## src/rtl/fifo_pkg.sv

```systemverilog
// Shared defaults and word type for the byte FIFO and its storage.
package fifo_pkg;

  localparam int DATA_W_DEFAULT = 8;
  localparam int DEPTH_DEFAULT  = 16;

  typedef logic [DATA_W_DEFAULT-1:0] data_t;

endpackage

```

## src/rtl/fifo_mem.sv

```systemverilog
// Simple dual-port RAM: synchronous write port, synchronous registered read
// port. The read-port output register doubles as the FIFO's dout register,
// so it is the only storage element cleared by reset.
module fifo_mem #(
  parameter int DATA_W = 8,
  parameter int DEPTH  = 16,
  parameter int ADDR_W = $clog2(DEPTH)
) (
  input  logic              clk,
  input  logic              rst_n,
  input  logic              we,
  input  logic [ADDR_W-1:0] waddr,
  input  logic [DATA_W-1:0] wdata,
  input  logic              re,
  input  logic [ADDR_W-1:0] raddr,
  output logic [DATA_W-1:0] rdata
);

  logic [DATA_W-1:0] mem [DEPTH];

  // Write port: contents are never reset and are don't-care after reset.
  always_ff @(posedge clk) begin
    if (we) begin
      mem[waddr] <= wdata;
    end
  end

  // Read port: output register updates only on an accepted read, else holds.
  always_ff @(posedge clk or negedge rst_n) begin
    if (!rst_n) begin
      rdata <= '0;
    end else if (re) begin
      rdata <= mem[raddr];
    end
  end

endmodule

```

## src/rtl/async_fifo.sv

```systemverilog
// Single-clock byte FIFO with registered read data. Pointers carry one extra
// wrap bit so that full and empty are told apart without an occupancy counter.
//
// Handshake: a write is taken on a rising edge when wr_en && !full, a read
// when rd_en && !empty; both flags reflect the pointers before that edge, so
// an enable presented against a set flag is dropped with no side effect, and
// dout changes only on the edge that takes a read.
module async_fifo
  import fifo_pkg::*;
#(
  parameter int DATA_W = DATA_W_DEFAULT,
  parameter int DEPTH  = DEPTH_DEFAULT
) (
  input  logic              clk,
  input  logic              rst_n,
  input  logic              wr_en,
  input  logic [DATA_W-1:0] din,
  input  logic              rd_en,
  output logic [DATA_W-1:0] dout,
  output logic              full,
  output logic              empty
);

  localparam int ADDR_W = $clog2(DEPTH);

  typedef logic [ADDR_W:0] ptr_t;

  ptr_t wp;
  ptr_t rp;
  logic wr_acc;
  logic rd_acc;

  // Flags come straight from registered pointers; no input reaches an output.
  assign empty  = (wp == rp);
  assign full   = (wp[ADDR_W-1:0] == rp[ADDR_W-1:0]) && (wp[ADDR_W] != rp[ADDR_W]);
  assign wr_acc = wr_en && !full;
  assign rd_acc = rd_en && !empty;

  // Write pointer: advances on each accepted write, wrapping modulo 2*DEPTH.
  always_ff @(posedge clk or negedge rst_n) begin
    if (!rst_n) begin
      wp <= '0;
    end else if (wr_acc) begin
      wp <= wp + ptr_t'(1);
    end
  end

  // Read pointer: advances on each accepted read, wrapping modulo 2*DEPTH.
  always_ff @(posedge clk or negedge rst_n) begin
    if (!rst_n) begin
      rp <= '0;
    end else if (rd_acc) begin
      rp <= rp + ptr_t'(1);
    end
  end

  fifo_mem #(
    .DATA_W (DATA_W),
    .DEPTH  (DEPTH),
    .ADDR_W (ADDR_W)
  ) u_mem (
    .clk   (clk),
    .rst_n (rst_n),
    .we    (wr_acc),
    .waddr (wp[ADDR_W-1:0]),
    .wdata (din),
    .re    (rd_acc),
    .raddr (rp[ADDR_W-1:0]),
    .rdata (dout)
  );

endmodule

```

## config.mk

```make
export PLATFORM = sky130hd
export DESIGN_NAME = async_fifo
export DESIGN_NICKNAME = d
export VERILOG_FILES = /design/src/rtl/fifo_pkg.sv /design/src/rtl/fifo_mem.sv /design/src/rtl/async_fifo.sv
export SDC_FILE = /design/constraint.sdc
export NUM_CORES = 1
export LEC_CHECK = 0
export CORE_MARGIN = 2
export CORE_UTILIZATION = 45
export CTS_BUF_LIST = sky130_fd_sc_hd__clkbuf_8
export DETAILED_ROUTE_END_ITERATION = 8
export GPL_ROUTABILITY_DRIVEN = 0
export HOLD_SLACK_MARGIN = 0.08
export PLACE_DENSITY = 0.68
export SLEW_MARGIN = 20
export SYNTH_ARGS = -nofsm -noshare
export SYNTH_HDL_FRONTEND = slang
export SYNTH_SLANG_ARGS = --single-unit
```

## constraint.sdc

```tcl
create_clock -name clk -period 5 [get_ports clk]
set_input_delay 1.25 -clock clk [delete_from_list [all_inputs] [get_ports clk]]
set_output_delay 1.25 -clock clk [all_outputs]
set_load 0.05 [all_outputs]
```

Word level (Yosys, flattened, before mapping) --
Memories as Yosys holds them, arrays and structs flattened. A register that Yosys moved wholly into a read port is not among the register bits. Index checks and enable logic that the tools add are counted. W data, S select, Z words.
Word-level totals: register bits 10, latch bits 0, bits in writable memories 128, memory bits (read-only) 0, bits of input ports 12, output and inout port bits 10, memories kept 1
Cells by class: $add $sub $neg 2, multiply operators 0, divide/modulo/power cells 0, magnitude comparators 0, equal/unequal tests 3, shift operators 0, multiplexer cells 2, bitwise logic cells 0, reductions and logical operators 6
Memory list:
- u_mem.mem | words 16, width 8, read ports 1, clocked after memory_dff 1, wr ports 1, RTL line fifo_mem.sv:19 | logic [DATA_W-1:0] mem [DEPTH];
Operator list (count):
- $add A5 B1 Y5 const B | 2
- $eq A5 B5 Y1 | 1
- $eq A4 B4 Y1 | 1
- $logic_and A1 B1 Y1 | 3
- $logic_not A1 Y1 | 3
- $mux W1 | 2
- $ne A1 B1 Y1 | 1

Longest topological paths before layout --
depth in word-level cells 6, depth in mapped cells 6

Cells and area by module --
A second synthesis with hierarchy kept.
Second synthesis, totals: cells, all modules 288, area total of the unflattened synthesis 5893.2 um^2
By module, submodules not included:
- fifo_mem | instances 1, cells each 240, area an instance 5331.4 um^2
- async_fifo | instances 1, cells each 48, area an instance 561.8 um^2

Worst setup path before layout --
No wires, ideal clock.
path type register -> output, start point register rp[0], end point output empty, arrival time 1.631 ns, path slack 2.119 ns, cell stages (with the launch flop) 5, path buffers 1, cells stage by stage dfrtp_1 buf_6 xnor2_1 nand4_4 nor2_1
Between the ends: longest elaborated chain between the ends 1
RTL lines:
- start, declared | RTL line async_fifo.sv:29 | ptr_t rp;
- start signal, assigned | RTL line async_fifo.sv:53 | rp <= rp + ptr_t'(1);
- $eq A5 B5 Y1 | RTL line async_fifo.sv:34 | assign empty = (wp == rp);
- end, declared | RTL line async_fifo.sv:21 | output logic empty
No other way between the ends.

Worst setup path after layout --
start point register rp[2], end point output full
Between the ends: longest elaborated chain between the ends 2
RTL lines:
- $eq A4 B4 Y1 | RTL line async_fifo.sv:35 | assign full = (wp[ADDR_W-1:0] == rp[ADDR_W-1:0]) && (wp[ADDR_W] != rp[ADDR_W]);
- $logic_and A1 B1 Y1 | RTL line async_fifo.sv:35
- end, declared | RTL line async_fifo.sv:20 | output logic full,
No other way between the ends.

==> flow_metrics.py <==
metrics = {
    "status": {
        "status": "complete, no violations",
    },
    "yosys": {
        "ys_ff_latch": 146,
        "synthArstFlopShare": 0.123,
        "netlist_instances": 285,
        "synthFlopType": "edfxtp_1",
        "yosysUniqueCellTypes": 29,
        "synth_edf_count": 128,
        "syn_nets": 302,
        "syn_avg_cell_area_um2": 20.7,
        "yosysSeqAreaShare": 0.727,
        "syn_area_mm2": 0.00590,
        "yosys_warnings": 0,
    },
    "grt": {
        "gr-usage-met1": 0.215,
        "met2_usage": 0.251,
        "grt_remaining_overflow": 0,
        "first_global_vias": 2811,
        "grt_max_degree": 37,
        "globalRouteTotalUtil": 0.165,
        "grt.busiest_layer": "met2",
        "grt_use_met3": 0.0473,
        "grt_pass1_wl_mm": 16.5,
        "antenna_found_initial": 0,
    },
    "placed_design": {
        "dp_hpwl_mm": 6.52,
        "io_buffers": 21,
        "placedInstanceArea_mm2": 0.00624,
    },
    "clock_network": {
        "cts-htree-levels": 4,
        "post_cts_buffers": 0,
        "numCtsBuffers": 17,
        "post_cts_resized": 0,
        "cts_tree": "yes",
        "clock_tree.root_cell": "clkbuf_8",
        "cts.sinks": 146,
        "cts_max_path_buffers": 2,
        "clk_pin_slew_ps": 70,
        "clock_latency_ps": 440,
        "hold_buffers": 0,
    },
    "critical_path": {
        "crit_type": "flip-flop to output pin",
        "cp-end-kind": "output pin",
        "path_cells": "buf_4 -> xnor2_1 -> nand4_4 -> nor2_1 -> clkdlybuf4s50_1",
        "slowest_delay_ps": 810,
        "cp_data_required_time_ps": 3750,
        "crit_slowest_cell": "clkdlybuf4s50_1",
        "arrival_ps": 2600,
        "critPathLaunchType": "flip-flop",
        "cp_max_fo": 36,
    },
    "route": {
        "wl_per_cell_um": 21.7,
        "avgViaCountPerCell": 5.49,
        "drc": 0,
        "drtIter0Drc": 185,
        "finalWirelength_mm": 10.8,
        "firstDrtPassIters": 4,
        "ant_nets": 0,
        "vias": 2733,
    },
    "power": {
        "power.switching_uw": 1230,
        "peakVddDrop_uv": 237,
        "p_int_uw": 2490,
        "p_leak_uw": 0.00226,
        "comb_power_share": 0.350,
        "pwr-share-clk": 0.214,
        "swShare": 0.329,
        "power_density_mw_per_mm2": 564,
        "power.share.sequential": 0.436,
    },
    "floorplanning": {
        "die_w_um": 119,
        "fp.coreArea_mm2": 0.0127,
        "die_area_mm2": 0.0141,
        "rows": 41,
        "die_h_um": 119,
        "initial_core_util": 0.464,
        "io_pins": 22,
    },
    "sta": {
        "slew_viol_final": 0,
        "slew_headroom": 0.385,
        "finalCritPeriodShare": 0.770,
        "hold_slack_ps": 515,
        "worstMarginPinSlew_ps": 921,
        "setup_viol": 0,
        "timing.final.hold_violations": 0,
        "fin_tns_setup_ps": 0,
        "rsz0062_at_grt": "false",
        "fmax_mhz": 260,
        "finClkSkew_ps": 7.51,
        "fin_crit_ps": 3850,
    },
    "finish": {
        "final_cell_area_mm2": 0.00659,
        "layout.nets": 330,
        "final_common_cell": "edfxtp_1",
        "n_antenna_cell": 0,
        "fillCellCount": 1045,
        "drive_above_1_share": 0.193,
        "fin_util": 0.518,
        "area_delta_synth_final_pct": 11.6,
        "layout_common_cells": "edfxtp_1 (128), mux4_2 (23), clkdlybuf4s50_1 (21)",
    },
    "min_path": {
        "hp-class": "flip-flop to flip-flop",
    },
    "run": {
        "max-cap-violations": 0,
    },
}
[registers in the layout (all words and copies together), names as in the netlist]
register and count:
rp 5, u_mem.mem 128, u_mem.rdata 8, wp 5
[worst max-delay path: cells and delay by family, from the launching register on]
family                    cells  cell delay (ps)
xor gates and xnor gates      1              230
buffers and inverters         2             1230
DFF                           1              330
and+or+nand+nor               2              350
[per-layer routing]
metal | vias to the layer above | share of wire
li1 | 1219 | -
met1 | 1419 | 0.43
met2 | 79 | 0.48
met3 | 16 | 0.058
met4 | 0 | 0.026
met5 | - | 0
[logic make-up after synthesis]
group           Yosys count  synth area share
compound gates           24            0.0324
mux                      42             0.153
fa+ha+maj                 5            0.0106
xor+xnor                 14            0.0208
flops                   146             0.727
simple gates             37            0.0364
buf+inv                  17            0.0199
[stage by stage]
stage          instances  total power, uW  setup WS, ps
3_3_place_gp         466             2930          1620
6_report             498             3720          1150
5_1_grt              498             3900           994
2_1_floorplan        285             2660          2120
4_1_cts              498             3750          1090
3_5_place_dp         466             2960          1580
[worst paths after layout]
path,slack [ps],start,end,cells after the start
worst min register to register,510,u_mem.rdata[5],u_mem.rdata[5],1
max in group asynchronous,3100,rst_n,rp[0],1
worst max register to register,2480,rp[2],u_mem.mem[11][4],5
worst max-delay path,1150,rp[2],full,5
min in group asynchronous,1310,rst_n,rp[4],1
worst min-delay path,510,u_mem.rdata[5],u_mem.rdata[5],1
[final cells by class]
cell class                      count  area, um2  area share
Clock inverter                     13       82.6      0.0125
Inverter                            3       11.3     0.00171
Clock buffer                       19        262      0.0397
Multi-Input combinational cell    122       1500       0.227
Sequential cell                   146       4300       0.652
Timing Repair Buffer               23        225      0.0342
Tap cell                          172        215      0.0327
[synth_stat cells (4+ instances only)]
library cell  number  area, um2
a22oi_1           16        120
and3_1            14       87.6
clkbuf_1           4       15.0
dfrtp_1           18        450
edfxtp_1         128       3840
ha_1               5       62.6
mux2_4             9        135
mux4_1             9        236
mux4_2            23        518
nand2_1            8       30.0
nor2_1             4       15.0
nor2b_1            6       37.5
o211ai_1           4       30.0
xnor2_1           13        114
[power by group through the flow]
stage	combinational, uW	sequential [uW]	clock, uW
floorplan	938	1720	0
global placement	1300	1630	0
detailed placement	1320	1640	0
CTS	1320	1620	813
global route	1400	1640	865
finish	1300	1620	794
Power figures use the tool's default switching activity.
